## src/rtl/gcd_frac_reducer_if.sv

```systemverilog
// gcd_frac_reducer_if: operand/result handshake bundle for gcd_frac_reducer.
//   in_valid/in_ready         operand triple handshake
//   in_num/in_den/in_gcd      numerator, denominator and their GCD
//   out_valid/out_ready       result handshake
//   out_num/out_den/out_err   reduced fraction and error flag
//   out_lcm/out_lcm_ovf       LCM low bits and overflow (zero unless LCM support is built in)
// Modports: master drives operands and out_ready; slave is the reducer.
interface gcd_frac_reducer_if #(
    parameter int unsigned WIDTH = 32
);
    logic             in_valid;
    logic             in_ready;
    logic [WIDTH-1:0] in_num;
    logic [WIDTH-1:0] in_den;
    logic [WIDTH-1:0] in_gcd;
    logic             out_valid;
    logic             out_ready;
    logic [WIDTH-1:0] out_num;
    logic [WIDTH-1:0] out_den;
    logic             out_err;
    logic [WIDTH-1:0] out_lcm;
    logic             out_lcm_ovf;

    modport master (
        output in_valid, in_num, in_den, in_gcd, out_ready,
        input  in_ready, out_valid, out_num, out_den, out_err, out_lcm, out_lcm_ovf
    );

    modport slave (
        input  in_valid, in_num, in_den, in_gcd, out_ready,
        output in_ready, out_valid, out_num, out_den, out_err, out_lcm, out_lcm_ovf
    );
endinterface

```

## src/rtl/gcd_frac_reducer.sv

```systemverilog
// gcd_frac_reducer: divides a fraction (num, den) by its precomputed GCD with one shared
// multi-cycle restoring divider (both operands in parallel, MSB first, one bit per cycle)
// and returns the reduced fraction over a valid/ready handshake.
// Ports:
//   clk    system clock, rising edge
//   reset  synchronous, active-high
//   bus    gcd_frac_reducer_if.slave (operand triple in, reduced fraction out)
// Optional feature: define GCD_FRAC_LCM_EN to add a one-cycle MUL state computing
// out_lcm = (num/gcd)*den (low WIDTH bits) and out_lcm_ovf (truncation flag).
// Without it, out_lcm/out_lcm_ovf are tied to 0 and no multiplier exists.
module gcd_frac_reducer #(
    parameter int unsigned WIDTH = 32
) (
    input logic               clk,
    input logic               reset,
    gcd_frac_reducer_if.slave bus
);

    localparam int unsigned CntWidth = $clog2(WIDTH) + 1;
    localparam logic [CntWidth-1:0] LastStep = CntWidth'(WIDTH - 1);

    typedef enum logic [1:0] {
        StIdle = 2'd0,
        StDiv  = 2'd1,
`ifdef GCD_FRAC_LCM_EN
        StMul  = 2'd2,
`endif
        StDone = 2'd3
    } state_e;

    state_e state_q, state_d;

    logic [CntWidth-1:0] cnt_q, cnt_d;
    logic [WIDTH-1:0]    gcd_q, gcd_d;
    // Dividend shift registers: operand bits leave at the MSB, quotient bits enter at the LSB,
    // so after WIDTH steps they hold the quotients.
    logic [WIDTH-1:0]    num_sh_q, num_sh_d;
    logic [WIDTH-1:0]    den_sh_q, den_sh_d;
    logic [WIDTH:0]      rem_num_q, rem_num_d;
    logic [WIDTH:0]      rem_den_q, rem_den_d;
    logic [WIDTH-1:0]    out_num_q, out_num_d;
    logic [WIDTH-1:0]    out_den_q, out_den_d;
    logic                out_err_q, out_err_d;

`ifdef GCD_FRAC_LCM_EN
    logic [WIDTH-1:0]    den_lat_q, den_lat_d;
    logic [WIDTH-1:0]    out_lcm_q, out_lcm_d;
    logic                out_ovf_q, out_ovf_d;
    logic [2*WIDTH-1:0]  prod;

    assign prod = {{WIDTH{1'b0}}, out_num_q} * {{WIDTH{1'b0}}, den_lat_q};
`endif

    // Trial subtraction for the current restoring step.
    logic [WIDTH:0] num_try, den_try;
    logic           num_fit, den_fit;

    always_comb begin
        num_try = {rem_num_q[WIDTH-1:0], num_sh_q[WIDTH-1]};
        den_try = {rem_den_q[WIDTH-1:0], den_sh_q[WIDTH-1]};
        num_fit = (num_try >= {1'b0, gcd_q});
        den_fit = (den_try >= {1'b0, gcd_q});
    end

    always_comb begin
        state_d   = state_q;
        cnt_d     = cnt_q;
        gcd_d     = gcd_q;
        num_sh_d  = num_sh_q;
        den_sh_d  = den_sh_q;
        rem_num_d = rem_num_q;
        rem_den_d = rem_den_q;
        out_num_d = out_num_q;
        out_den_d = out_den_q;
        out_err_d = out_err_q;
`ifdef GCD_FRAC_LCM_EN
        den_lat_d = den_lat_q;
        out_lcm_d = out_lcm_q;
        out_ovf_d = out_ovf_q;
`endif

        unique case (state_q)
            StIdle: begin
                if (bus.in_valid) begin
                    gcd_d     = bus.in_gcd;
                    num_sh_d  = bus.in_num;
                    den_sh_d  = bus.in_den;
                    rem_num_d = '0;
                    rem_den_d = '0;
                    cnt_d     = '0;
`ifdef GCD_FRAC_LCM_EN
                    den_lat_d = bus.in_den;
                    out_lcm_d = '0;
                    out_ovf_d = 1'b0;
`endif
                    if (bus.in_gcd == '0) begin
                        // Division by zero: pass operands through and flag the error.
                        out_num_d = bus.in_num;
                        out_den_d = bus.in_den;
                        out_err_d = 1'b1;
                        state_d   = StDone;
                    end else begin
                        state_d = StDiv;
                    end
                end
            end

            StDiv: begin
                rem_num_d = num_fit ? (num_try - {1'b0, gcd_q}) : num_try;
                rem_den_d = den_fit ? (den_try - {1'b0, gcd_q}) : den_try;
                num_sh_d  = {num_sh_q[WIDTH-2:0], num_fit};
                den_sh_d  = {den_sh_q[WIDTH-2:0], den_fit};
                cnt_d     = cnt_q + CntWidth'(1);
                if (cnt_q == LastStep) begin
                    out_num_d = num_sh_d;
                    out_den_d = den_sh_d;
                    out_err_d = (|rem_num_d) | (|rem_den_d);
`ifdef GCD_FRAC_LCM_EN
                    state_d   = StMul;
`else
                    state_d   = StDone;
`endif
                end
            end

`ifdef GCD_FRAC_LCM_EN
            StMul: begin
                out_lcm_d = prod[WIDTH-1:0];
                out_ovf_d = |prod[2*WIDTH-1:WIDTH];
                state_d   = StDone;
            end
`endif

            StDone: begin
                if (bus.out_ready) begin
                    state_d = StIdle;
                end
            end

            default: state_d = StIdle;
        endcase
    end

    always_ff @(posedge clk) begin
        if (reset) begin
            state_q   <= StIdle;
            cnt_q     <= '0;
            gcd_q     <= '0;
            num_sh_q  <= '0;
            den_sh_q  <= '0;
            rem_num_q <= '0;
            rem_den_q <= '0;
            out_num_q <= '0;
            out_den_q <= '0;
            out_err_q <= 1'b0;
`ifdef GCD_FRAC_LCM_EN
            den_lat_q <= '0;
            out_lcm_q <= '0;
            out_ovf_q <= 1'b0;
`endif
        end else begin
            state_q   <= state_d;
            cnt_q     <= cnt_d;
            gcd_q     <= gcd_d;
            num_sh_q  <= num_sh_d;
            den_sh_q  <= den_sh_d;
            rem_num_q <= rem_num_d;
            rem_den_q <= rem_den_d;
            out_num_q <= out_num_d;
            out_den_q <= out_den_d;
            out_err_q <= out_err_d;
`ifdef GCD_FRAC_LCM_EN
            den_lat_q <= den_lat_d;
            out_lcm_q <= out_lcm_d;
            out_ovf_q <= out_ovf_d;
`endif
        end
    end

    assign bus.in_ready  = (state_q == StIdle);
    assign bus.out_valid = (state_q == StDone);
    assign bus.out_num   = out_num_q;
    assign bus.out_den   = out_den_q;
    assign bus.out_err   = out_err_q;
`ifdef GCD_FRAC_LCM_EN
    assign bus.out_lcm     = out_lcm_q;
    assign bus.out_lcm_ovf = out_ovf_q;
`else
    assign bus.out_lcm     = '0;
    assign bus.out_lcm_ovf = 1'b0;
`endif

endmodule

```

## src/flat_wrapper.sv

```systemverilog
// flat-port wrapper written by rule: the top's interface ports become plain ports
module gcd_frac_reducer_flat 
#(
    parameter int unsigned WIDTH = 32
)
  (clk, reset, bus_in_valid, bus_in_num, bus_in_den, bus_in_gcd, bus_out_ready, bus_in_ready, bus_out_valid, bus_out_num, bus_out_den, bus_out_err, bus_out_lcm, bus_out_lcm_ovf);
  gcd_frac_reducer_if #(.WIDTH(WIDTH)) bus_i ();
  input logic clk;
  input logic reset;
  input wire logic [$bits(bus_i.in_valid)-1:0] bus_in_valid;
  input wire logic [$bits(bus_i.in_num)-1:0] bus_in_num;
  input wire logic [$bits(bus_i.in_den)-1:0] bus_in_den;
  input wire logic [$bits(bus_i.in_gcd)-1:0] bus_in_gcd;
  input wire logic [$bits(bus_i.out_ready)-1:0] bus_out_ready;
  output wire logic [$bits(bus_i.in_ready)-1:0] bus_in_ready;
  output wire logic [$bits(bus_i.out_valid)-1:0] bus_out_valid;
  output wire logic [$bits(bus_i.out_num)-1:0] bus_out_num;
  output wire logic [$bits(bus_i.out_den)-1:0] bus_out_den;
  output wire logic [$bits(bus_i.out_err)-1:0] bus_out_err;
  output wire logic [$bits(bus_i.out_lcm)-1:0] bus_out_lcm;
  output wire logic [$bits(bus_i.out_lcm_ovf)-1:0] bus_out_lcm_ovf;
  assign bus_i.in_valid = bus_in_valid;
  assign bus_i.in_num = bus_in_num;
  assign bus_i.in_den = bus_in_den;
  assign bus_i.in_gcd = bus_in_gcd;
  assign bus_i.out_ready = bus_out_ready;
  assign bus_in_ready = bus_i.in_ready;
  assign bus_out_valid = bus_i.out_valid;
  assign bus_out_num = bus_i.out_num;
  assign bus_out_den = bus_i.out_den;
  assign bus_out_err = bus_i.out_err;
  assign bus_out_lcm = bus_i.out_lcm;
  assign bus_out_lcm_ovf = bus_i.out_lcm_ovf;
  gcd_frac_reducer #(.WIDTH(WIDTH)) u_core (.clk(clk), .reset(reset), .bus(bus_i));
endmodule
```

## config.mk

```make
export PLATFORM = sky130hd
export DESIGN_NAME = gcd_frac_reducer_flat
export DESIGN_NICKNAME = d
export VERILOG_FILES = /design/src/rtl/gcd_frac_reducer_if.sv /design/src/rtl/gcd_frac_reducer.sv /design/src/flat_wrapper.sv
export SDC_FILE = /design/constraint.sdc
export NUM_CORES = 1
export LEC_CHECK = 0
export BUFFER_PORTS_ARGS = -buffer_cell sky130_fd_sc_hd__buf_2
export CAP_MARGIN = 20
export CORE_UTILIZATION = 50
export DETAILED_ROUTE_END_ITERATION = 8
export PLACE_DENSITY_LB_ADDON = 0.3
export SLEW_MARGIN = 20
export SYNTH_ARGS = -nofsm -noshare
export SYNTH_HDL_FRONTEND = slang
export SYNTH_SLANG_ARGS = --single-unit
```

## constraint.sdc

```tcl
create_clock -name clk -period 3.12 [get_ports clk]
set_input_delay 0.312 -clock clk [delete_from_list [all_inputs] [get_ports clk]]
set_output_delay 0.312 -clock clk [all_outputs]
set_load 0.01 [all_outputs]
```

# After elaboration in Yosys (flattened, before gate mapping)
# Index checks and enable logic that the tools add are counted.
# word_totals
inputBits,100
out_inout_bits,100
ff_bits,233
# op_classes
n_mux,28
n_addsub,3
order_cmp,2
bitwise_logic,1
n_reduce_logical,9
eq_ne,7
# op_table
cell,count
$pmux 32 s2,6
$mux 32,9
$ge 33x32->1,2
$mux 33,2
$reduce_or 33->1,2
$sub 33x32->33,2
$logic_not 32->1,1
$pmux 6 s2,1
$mux 2,4
$add 6x1->6 const B,1
$eq 6x5->1 const B,1
$mux 6,1
$pmux 2 s3,1
$ne 2x1->1 const B,2
$ne 2x2->1 const B,2
$reduce_and 2->1,2
$reduce_and 4->1,1
$mux 1,3
$reduce_and 3->1,1
$eq 2x1->1 const B,1
$eq 2x2->1 const B,1
$logic_not 2->1,1
$pmux 1 s2,1
$reduce_bool 2->1,1
$or 1x1->1,1

# Longest topological paths before layout
# Gate-level depths: netlist (run 1).
# depth
depth_word,6
ltp_mapped,15

# Worst setup path before layout (run 1)
# OpenSTA, ideal clock, no wires.
# synth_timing
path_kind,register -> register
startpoint,register u_core.den_sh_q[31]
endpoint,register u_core.out_err_q (netlist: u_core.bus.out_err)
stages_incl_launch_ff,15
setup_slack_ps,-299
setup_time_ps,126
path_buffers,0
t_arrival_ps,3293
t_required_ps,2994
path_cell_list,dfxtp_1 inv_1 ha_1 inv_1 fa_1 a21o_1 a221o_1 a221oi_2 o2111ai_2 nand3_2 a2111oi_0 or3b_1 a221o_1 nor4_2 a211oi_1
# synth_between
elab_chain_len,6
elab_cells_between_ends,7
# synth_lines
item,line,rtl
start: declaration,gcd_frac_reducer.sv:38,"logic [WIDTH-1:0] den_sh_q, den_sh_d;"
start signal: assignment,gcd_frac_reducer.sv:166,den_sh_q <= den_sh_d;
$sub 33x32->33 / $ge 33x32->1 (equally long branches),"gcd_frac_reducer.sv:110, gcd_frac_reducer.sv:62",
$mux 33 (*),gcd_frac_reducer.sv:110,"rem_den_d = den_fit ? (den_try - {1'b0, gcd_q}) : den_try;"
$reduce_or 33->1 (*),gcd_frac_reducer.sv:117,out_err_d = (|rem_num_d) | (|rem_den_d);
$or 1x1->1 (*),gcd_frac_reducer.sv:117,
$mux 1 (*),gcd_frac_reducer.sv:114,if (cnt_q == LastStep) begin
$pmux 1 s2 (*),gcd_frac_reducer.sv:82,unique case (state_q)
end signal: assignment,gcd_frac_reducer.sv:171,out_err_q <= out_err_d;
end: declaration,gcd_frac_reducer.sv:43,"logic out_err_q, out_err_d;"
# Mark *: on every way between the ends. The rest lies on a longest branch, timed or not. The select of a mux whose other input is x is not followed.
# A chain may end at the register's enable or synchronous reset.

# Final worst setup path (run 1)
# layout_timing
startpoint,register u_core.gcd_q[0]
endpoint,register u_core.out_err_q (netlist: u_core.bus.out_err)
# layout_between
elab_chain_len,6
elab_cells_between_ends,11
# layout_lines
item,line,rtl
start: declaration,gcd_frac_reducer.sv:34,"logic [WIDTH-1:0] gcd_q, gcd_d;"
start signal: assignment,gcd_frac_reducer.sv:164,gcd_q <= gcd_d;
$sub 33x32->33 (tied with other cells),gcd_frac_reducer.sv:109,"rem_num_d = num_fit ? (num_try - {1'b0, gcd_q}) : num_try;"
"$mux 33, on equally long branches","gcd_frac_reducer.sv:109, gcd_frac_reducer.sv:110",
$reduce_or 33->1,gcd_frac_reducer.sv:117,
$or 1x1->1 (*),gcd_frac_reducer.sv:117,
$mux 1 (*),gcd_frac_reducer.sv:114,
$pmux 1 s2 (*),gcd_frac_reducer.sv:82,
# Marks and branches as above.

==> results of run 1 <==
-- per-layer routing --
layer / vias up / GRT usage (%) / part of all wire [%]
met3: 129 / 6.01 / 7.2
met1: 7282 / 42.5 / 41
met5: - / 0 / 0.019
met2: 557 / 58.2 / 47
met4: 2 / 13.6 / 4.1
li1: 7553 / - / -
-- sequential cells by signal (all words and copies together), names as in the netlist --
| register | flops |
|---|---|
| u_core.bus.out_den | 32 |
| u_core.bus.out_num | 32 |
| u_core.den_sh_q | 32 |
| u_core.gcd_q | 32 |
| u_core.num_sh_q | 32 |
| u_core.rem_den_q | 32 |
| u_core.rem_num_q | 32 |
| u_core.cnt_q | 6 |
| u_core.state_q | 2 |
| u_core.bus.out_err | 1 |
-- repair_timing --
item                                    4_1_cts  5_1_grt
endpoints found under the setup margin       34       38
pin swaps                                    29       41
gates resized for setup                      65      134
buffers inserted                              8        8
-- cell type report --
class / count / area (um^2) / share of cell area, %
multi-input combinational: 1433 / 9890 / 49.2
clock buffer: 31 / 668 / 3.33
clock inverter: 12 / 98.8 / 0.492
sequential: 233 / 4690 / 23.4
tap: 378 / 473 / 2.36
timing repair buffer: 580 / 4060 / 20.2
inverter: 55 / 206 / 1.03
-- path summary, 6_finish.rpt --
path                                                     from                         endpoint  slack (ps)  cells past startpoint
worst max-delay path             u_core.gcd_q[0]$_SDFFE_PP0P_  u_core.bus.out_err$_SDFFE_PP0P_        -390                     14
worst min-delay path                           bus_in_gcd[12]    u_core.gcd_q[12]$_SDFFE_PP0P_          20                      3
worst max register to register   u_core.gcd_q[0]$_SDFFE_PP0P_  u_core.bus.out_err$_SDFFE_PP0P_        -390                     14
worst min register to register  u_core.gcd_q[12]$_SDFFE_PP0P_    u_core.gcd_q[12]$_SDFFE_PP0P_         450                      2
-- layout by cell type (no fill, tap or decap), types with 27 or more instances in the layout --
| cell type | n |
|---|---|
| a211oi_1 | 135 |
| a21oi_1 | 159 |
| a22oi_1 | 27 |
| buf_2 | 165 |
| buf_4 | 396 |
| conb_1 | 33 |
| dfxtp_1 | 214 |
| ha_4 | 41 |
| inv_1 | 32 |
| mux2i_1 | 72 |
| nand2_1 | 202 |
| nor2_1 | 264 |
| o21ai_0 | 61 |
-- kinds of logic (layout without fill, tap and decap cells) --
family	Yosys count	after routing	share of synthesized area (%)
AND/OR/NAND/NOR	654	654	20.5
AO/OA/AOI/OAI	549	549	25.3
flip-flops	233	233	32.5
buffers and inverters	215	678	7.17
multiplexers	77	77	5.40
adder cells (fa/ha/maj)	67	67	5.95
XOR/XNOR	53	53	3.23
other	1	33	0.0261
-- metrics by stage --
stage / hold slack, ps / setup TNS (ps) / setup WS, ps / util, %
final: 21.8 / -500 / -386 / 71.7
after global routing: 21.5 / -1040 / -569 / 71.7
after CTS: 14.9 / -658 / -368 / 69.1
after detailed placement: 446 / -3440 / -504 / 64.7
after global placement: 445 / -823 / -389 / 64.7
after floorplan: 436 / -90.8 / -90.8 / -
-- tightest hold or removal path: stages --
cell and delay (ps):
buf_2 110, nand2_1 50, a21oi_1 50
-- power breakdown --
| group | total, mW | leakage, nW | switching [mW] | internal [mW] |
|---|---|---|---|---|
| sequential | 3.63 | 1.91 | 0.304 | 3.33 |
| combinational | 18.2 | 6.61 | 9.32 | 8.92 |
| clock | 2.87 | 0.382 | 1.26 | 1.60 |
| total | 24.7 | 8.90 | 10.9 | 13.8 |
==> results.cfg, run 1 <==
[pwr]
finalPower_mw = 24.7
leakagePower_nw = 8.90
p_per_area_mw_per_mm2 = 1230
peakVddDrop_v = 0.000763

[synthesis]
synth-edff-count = 0
synth_async_sr_flop_share_pct = 0
yosys.area.top_type_share_pct = 32.5
synthDistinctLibCells = 85
ys.flop_type = dfxtp_1
synthCells = 1849
syn_area_mm2 = 0.0144
ys_seq_elements = 233
yosys_warnings = 0
yosysSeqAreaShare_pct = 32.5
synth_area_leaders = dfxtp_1, a211oi_1, nor2_1
synth.top_cells.by_count = nor2_1, dfxtp_1, nand2_1
synthMostInstantiatedCell = nor2_1
synth_area_leader_cell = dfxtp_1
avgSynthCellArea_um2 = 7.76

[setup_path]
crit_fanout = 4
start_kind = flop
path_delay_family = compound AO/OA/AOI/OAI gates
worst_path_max_delay_cell = a221o_2
critPathCaptureType = flop
cp_cell_sequence = ha_4 > inv_2 > fa_2 > a21o_1 > a221o_2 > buf_4 > a21oi_4 > a21oi_2 > or2_4 > xnor2_4 > or3b_1 > a221o_1 > nor4_2 > a211oi_1
cpPeakStageDelay_ps = 410
cp.required_ps = 3510
critPathKind = flop to flop
crit_arrival_ps = 3900
crit_buf_inv = 2

[clock_tree]
insertion_delay_ps = 540
clk_path_buf_depth = 3
cts_sinks = 233
cts_tree = built
cts-buffers-inserted = 25
cts.htree.levels = 1
cts_root_buffer = clkbuf_16
holdBufCountCts = 0
cts.reportedPaths.clkPinSlew_ps = 70

[floorplanning]
io_pins = 200
core_area_mm2 = 0.0280
die_h_um = 171
die_w_um = 171
die_area_mm2 = 0.0294
start_util_pct = 51.2
rows = 61

[sta]
max_slew.worst_pin.slew_ps = 772
max-slew-margin-rel_pct = 48.5
setup_viol = 3
fin_crit_sh_pct = 112
hold_violations = 0
fmax_mhz = 285
min_period_ps = 3510
rsz0062_at_grt = true
fin_skew_ps = 15.6
drv_slew = 0
worst_slack_ps = -386

[route]
ant_nets = 0
via_per_inst = 5.70
wire_per_inst_um = 18.8
drc_errors = 0
drt_iter0_drc = 1157
vias = 15523
drt_wl_total_um = 51300
dr.pass1.iters = 5

[place]
placed_cells = 2664
hpwl_um = 38300
gp_congestion = 0.990
placed_area_mm2 = 0.0181
port_buffers = 166

[outcome]
status = complete, but fails checks
violations = setup timing

[global_routing]
grtUsageTotal_pct = 34.1
grt_pass1_wl_um = 79200
grt_max_degree = 94
first_global_vias = 14915
grt_overflow = 0
antenna_found_initial = 1

[finish]
design_area_mm2 = 0.0201
areaGrowthSynthToFinish_pct = 39.9
diodes = 0
fin_nets = 2495
fill_cells = 2242
instances_no_fill = 2722
layout-drive-gt1-share_pct = 34.3

[min_path]
hp-class = primary input to flop

[run]
drv_cap = 0
Note: power is estimated with default switching activity, not from simulation.
==> run 2: changes to the inputs <==
- clock period: 3.12 -> 4 ns (I/O delays scaled with it)
==> results.cfg, run 2 (synthesis results as in run 1) <==
[min_path]
hold_end = u_core.gcd_q[27]$_SDFFE_PP0P_
min_path_cells = 3
hp-class = primary input to flop
min-delay-start = bus_in_gcd[27]

[finish]
layout-drive-gt1-share_pct = 14.6
final_cell_mix = nor2_1, dfxtp_1, nand2_1
fin_nets = 2133
final_common_cell = nor2_1
areaGrowthSynthToFinish_pct = 14.0
final_util_pct = 58.4

[setup_path]
r2r_start = u_core.gcd_q[0]$_SDFFE_PP0P_
reg2reg_depth = 13
start_kind = flop
critPathCaptureType = flop
critPathKind = flop to flop
cp.required_ps = 4400
timing.rr.end = u_core.bus.out_err$_SDFFE_PP0P_
crit_arrival_ps = 4170
regToRegSetupSlack_ps = 240
crit_fanout = 3

[sta]
fmax_mhz = 266
max_slew.worst_pin.slew_ps = 1020
max-slew-margin-rel_pct = 32.3
drv_slew = 0
finalSetupTns_ps = 0
min_period_ps = 3760
setup_viol = 0
fin_crit_sh_pct = 94.1
hold_violations = 0
rsz0062_at_grt = false
fin_skew_ps = 9.09
hold_ws_ps = 114

[floorplanning]
die_h_um = 171
die_w_um = 171
rows = 61
die_area_mm2 = 0.0294
start_util_pct = 51.2
io_pins = 200
core_area_mm2 = 0.0280

[global_routing]
grt_overflow = 0
grt_max_degree = 126
antenna_found_initial = 2
grt_pass1_wl_um = 72700
grtUsageTotal_pct = 31.4
first_global_vias = 13482

[clock_tree]
cts_tree = built
cts_sinks = 233
clk_path_buf_depth = 3
cts_root_buffer = clkbuf_16
cts.reportedPaths.clkPinSlew_ps = 70
cts-buffers-inserted = 25
insertion_delay_ps = 530
cts.htree.levels = 1

[route]
wire_per_inst_um = 19.8
ant_nets = 0
via_per_inst = 6.00
dr.pass1.iters = 5
vias = 14188
drt_iter0_drc = 1122
drc_errors = 0
drt_wl_total_um = 46800

[place]
gp_congestion = 1.04
hpwl_um = 35300
port_buffers = 166

[pwr]
p_per_area_mw_per_mm2 = 909
leakagePower_nw = 7.01
peakVddDrop_v = 0.000601
finalPower_mw = 14.9

[run]
drv_cap = 0

[outcome]
status = finished, final reports clean
[run 2: cell types whose count changed in the layout (fill, tap and decap cells not counted), sizes merged]
| cell | previous run | this run |
|---|---|---|
| buf | 580 | 218 |
| clkbuf | 31 | 38 |
| clkinv | 8 | 2 |
| bufinv | 1 | 5 |
| clkinvlp | 1 | 0 |
| diode | 0 | 1 |
| inv | 57 | 56 |
[run 2: critical path, cell delays in order (launching register included)]
cell and delay (ps):
dfxtp_1 400, ha_1 190, inv_1 50, fa_1 390, a21o_1 220, a221o_1 380, a21oi_1 240, a21oi_1 160
or2_2 340, xnor2_1 150, or3b_1 390, a221o_1 370, nor4_2 240, a211oi_1 100
[run 2: worst max path at each step]
stage | start | to | slack, ps | cells past startpoint
global placement | u_core.gcd_q[20]$_SDFFE_PP0P_ | u_core.bus.out_err$_SDFFE_PP0P_ | 250 | 11
floorplan | u_core.den_sh_q[31]$_SDFFE_PP0P_ | u_core.bus.out_err$_SDFFE_PP0P_ | 580 | 14
finish | u_core.gcd_q[0]$_SDFFE_PP0P_ | u_core.bus.out_err$_SDFFE_PP0P_ | 240 | 13
detailed placement | u_core.gcd_q[22]$_SDFFE_PP0P_ | u_core.bus.out_err$_SDFFE_PP0P_ | 180 | 12
CTS | u_core.gcd_q[22]$_SDFFE_PP0P_ | u_core.bus.out_err$_SDFFE_PP0P_ | 190 | 12
global route | u_core.gcd_q[7]$_SDFFE_PP0P_ | u_core.bus.out_err$_SDFFE_PP0P_ | 50 | 12
[run 2: per-stage QoR]
step	area, um^2	instances	worst slack (ps)
2_1_floorplan	14500	1881	581
3_3_place_gp	15500	2317	253
3_5_place_dp	15500	2317	180
4_1_cts	16300	2363	186
5_1_grt	16400	2363	45.7
6_report	16400	2364	236
[run 2: layout make-up]
cell class              count  area, um^2
well taps                 378         473
flip-flops and latches    233        4660
inverters                  55         206
clock inverters             8         169
diodes                      1        2.50
fillers                  2647       11700
repair buffers            218        1300
clock buffers              38         714
multi-input cells        1433        8820
[run 2: where the power goes]
group / total [mW] / internal, mW / switching, mW
logic: 9.47 / 3.64 / 5.83
clock network: 2.51 / 1.55 / 0.961
registers: 2.89 / 2.59 / 0.293
total: 14.9 / 7.79 / 7.08
[run 2: metal layers]
metal	wire (um)	GRT usage, %
met1	20200	40.7
met2	21900	52.6
met3	3280	5.66
met4	1430	10.2
met5	18	0
[run 2: what timing repair did]
item                                    in CTS  in global routing
endpoints found under the hold margin        0                  0
endpoints found under the setup margin       0                  1
buffers inserted                             0                  0
resized for setup                            0                  2
hold buffers                                 0                  0
==> run 3: changes to the inputs <==
- ABC_AREA: not set -> 1
==> results.cfg, run 3 <==
[outcome]
status = finished, final reports clean

[setup_path]
cpPeakStageDelay_ps = 390
critPathCaptureType = flop
crit_top_cell = nand2_1
cp_cell_sequence = inv_1 > ha_1 > nand2_1 > nor2_1 > nand3_1 > nand3_2 > nand2_1 > nand2_1 > nand2_2 > nand2_2 > buf_12 > inv_2 > nand2_1 > nand2_1 > nor2_1 > nand3_1 > nor2_1 > nand3_1 > nand2_1 > inv_1
start_kind = flop
crit_arrival_ps = 3670
crit_fanout = 17
crit_buf_inv = 4
cp.required_ps = 4440
critPathKind = flop to flop
worst_path_max_delay_cell = ha_1
path_delay_family = simple AND/OR/NAND/NOR gates

[floorplanning]
die_h_um = 176
die_area_mm2 = 0.0310
io_pins = 200
start_util_pct = 51.0
core_area_mm2 = 0.0297
die_w_um = 176
rows = 63

[sta]
rsz0062_at_grt = false
fin_crit_sh_pct = 80.9
max_slew.worst_pin.slew_ps = 965
setup_viol = 0
fmax_mhz = 309
hold_violations = 0
drv_slew = 0
fin_skew_ps = 20.3
min_period_ps = 3230
max-slew-margin-rel_pct = 35.7
finalSetupTns_ps = 0

[synthesis]
yosys.area.top_type_share_pct = 30.8
yosysSeqAreaShare_pct = 30.8
synth_async_sr_flop_share_pct = 0
synth_area_leaders = dfxtp_1, nand2_1, o21ai_0
synth_area_leader_cell = dfxtp_1
synth-edff-count = 0
yosys_warnings = 0
syn_area_mm2 = 0.0151
ys.flop_type = dfxtp_1
synthMostInstantiatedCell = nand2_1
ys_seq_elements = 233
avgSynthCellArea_um2 = 6.07
synthCells = 2496
synthDistinctLibCells = 43
synth.top_cells.by_count = nand2_1, inv_1, nor2_1

[finish]
fin_nets = 2772
final_common_cell = nand2_1
diodes = 0
final_cell_mix = nand2_1, inv_1, nor2_1
final_util_pct = 56.8
areaGrowthSynthToFinish_pct = 11.5
layout-drive-gt1-share_pct = 10.3

[clock_tree]
cts.reportedPaths.clkPinSlew_ps = 60
cts_resized = 0
cts_tree = built
cts_setup_buffers = 0
insertion_delay_ps = 540
clk_path_buf_depth = 3
holdBufCountCts = 0
cts_root_buffer = clkbuf_16
cts-buffers-inserted = 25
cts_sinks = 233
cts.htree.levels = 1

[min_path]
hp-class = primary input to flop

[route]
drc_errors = 0
drt_wl_total_um = 47900
drt_iter0_drc = 1152
dr.pass1.iters = 6
via_per_inst = 5.31
wire_per_inst_um = 15.9
ant_nets = 0
vias = 15998

[global_routing]
grt_overflow = 0
antenna_found_initial = 6
grt_max_degree = 101
grt_pass1_wl_um = 76700
first_global_vias = 15128
grtUsageTotal_pct = 30.9

[run]
drv_cap = 0

[place]
hpwl_um = 36900
port_buffers = 166
gp_congestion = 1.02
-- run 3: cell types whose count changed in the layout (fill, tap and decap cells not counted), sizes merged, moves of 74 or more --
cell / before / now
nand2: 207 / 757
inv: 56 / 323
o21ai: 72 / 246
a211oi: 140 / 1
nand3: 27 / 131
mux2i: 74 / 0
-- run 3: final timing paths --
check / from / end / slack, ps / depth (start not counted)
max reg2reg: u_core.gcd_q[8]$_SDFFE_PP0P_ / u_core.bus.out_err$_SDFFE_PP0P_ / 770 / 20
min reg2reg: u_core.num_sh_q[6]$_SDFFE_PP0P_ / u_core.num_sh_q[6]$_SDFFE_PP0P_ / 450 / 2
min: bus_in_gcd[0] / u_core.gcd_q[0]$_SDFFE_PP0P_ / 160 / 3
max: u_core.gcd_q[8]$_SDFFE_PP0P_ / u_core.bus.out_err$_SDFFE_PP0P_ / 770 / 20
-- run 3: cell families after synthesis --
family | Yosys count | synth area share [%]
AO/OA/AOI/OAI | 475 | 16.1
adder cells (fa/ha/maj) | 67 | 5.63
flip-flops | 233 | 30.8
buffers and inverters | 458 | 12.6
AND/OR/NAND/NOR | 1234 | 33.2
XOR/XNOR | 28 | 1.62
other | 1 | 0.0248
-- run 3: per-stage QoR --
step           setup slack (ps)  instance area (um^2)  std cells  hold slack [ps]
3_5_place_dp                701                 16100       2968              438
5_1_grt                     488                 16900       3013              192
2_1_floorplan              1680                 15300       2528              425
4_1_cts                     748                 16900       3013              154
6_report                    766                 16900       3013              164
3_3_place_gp                706                 16100       2968              434
-- run 3: worst reg2reg max path, stage by stage (launching register included) --
cell and delay (ps):
dfxtp_1 310, inv_1 110, ha_1 390, nand2_1 150, nor2_1 190, nand3_1 140
nand3_2 150, nand2_1 80, nand2_1 90, nand2_2 60, nand2_2 310, buf_12 190
inv_2 80, nand2_1 100, nand2_1 100, nor2_1 120, nand3_1 80, nor2_1 240
nand3_1 110, nand2_1 70, inv_1 40
-- run 3: routing by layer --
| metal | share of wire, % | global-route usage, % |
|---|---|---|
| met1 | 43 | 38.9 |
| met2 | 44 | 49.7 |
| met3 | 8.0 | 6.89 |
| met4 | 4.8 | 14.8 |
| met5 | 0.15 | 0 |
-- run 3: layout make-up --
class | count | area, um^2
Multi-Input combinational cell | 1837 | 8710
Clock buffer | 33 | 706
Inverter | 323 | 1220
Tap cell | 390 | 488
Sequential cell | 233 | 4660
Fill cell | 3005 | 12800
Timing Repair Buffer | 185 | 1010
Clock inverter | 12 | 85.1
Power of run 3 is not shown: default switching activity piles up to over one toggle a cycle in this logic, so the estimate is an artifact.
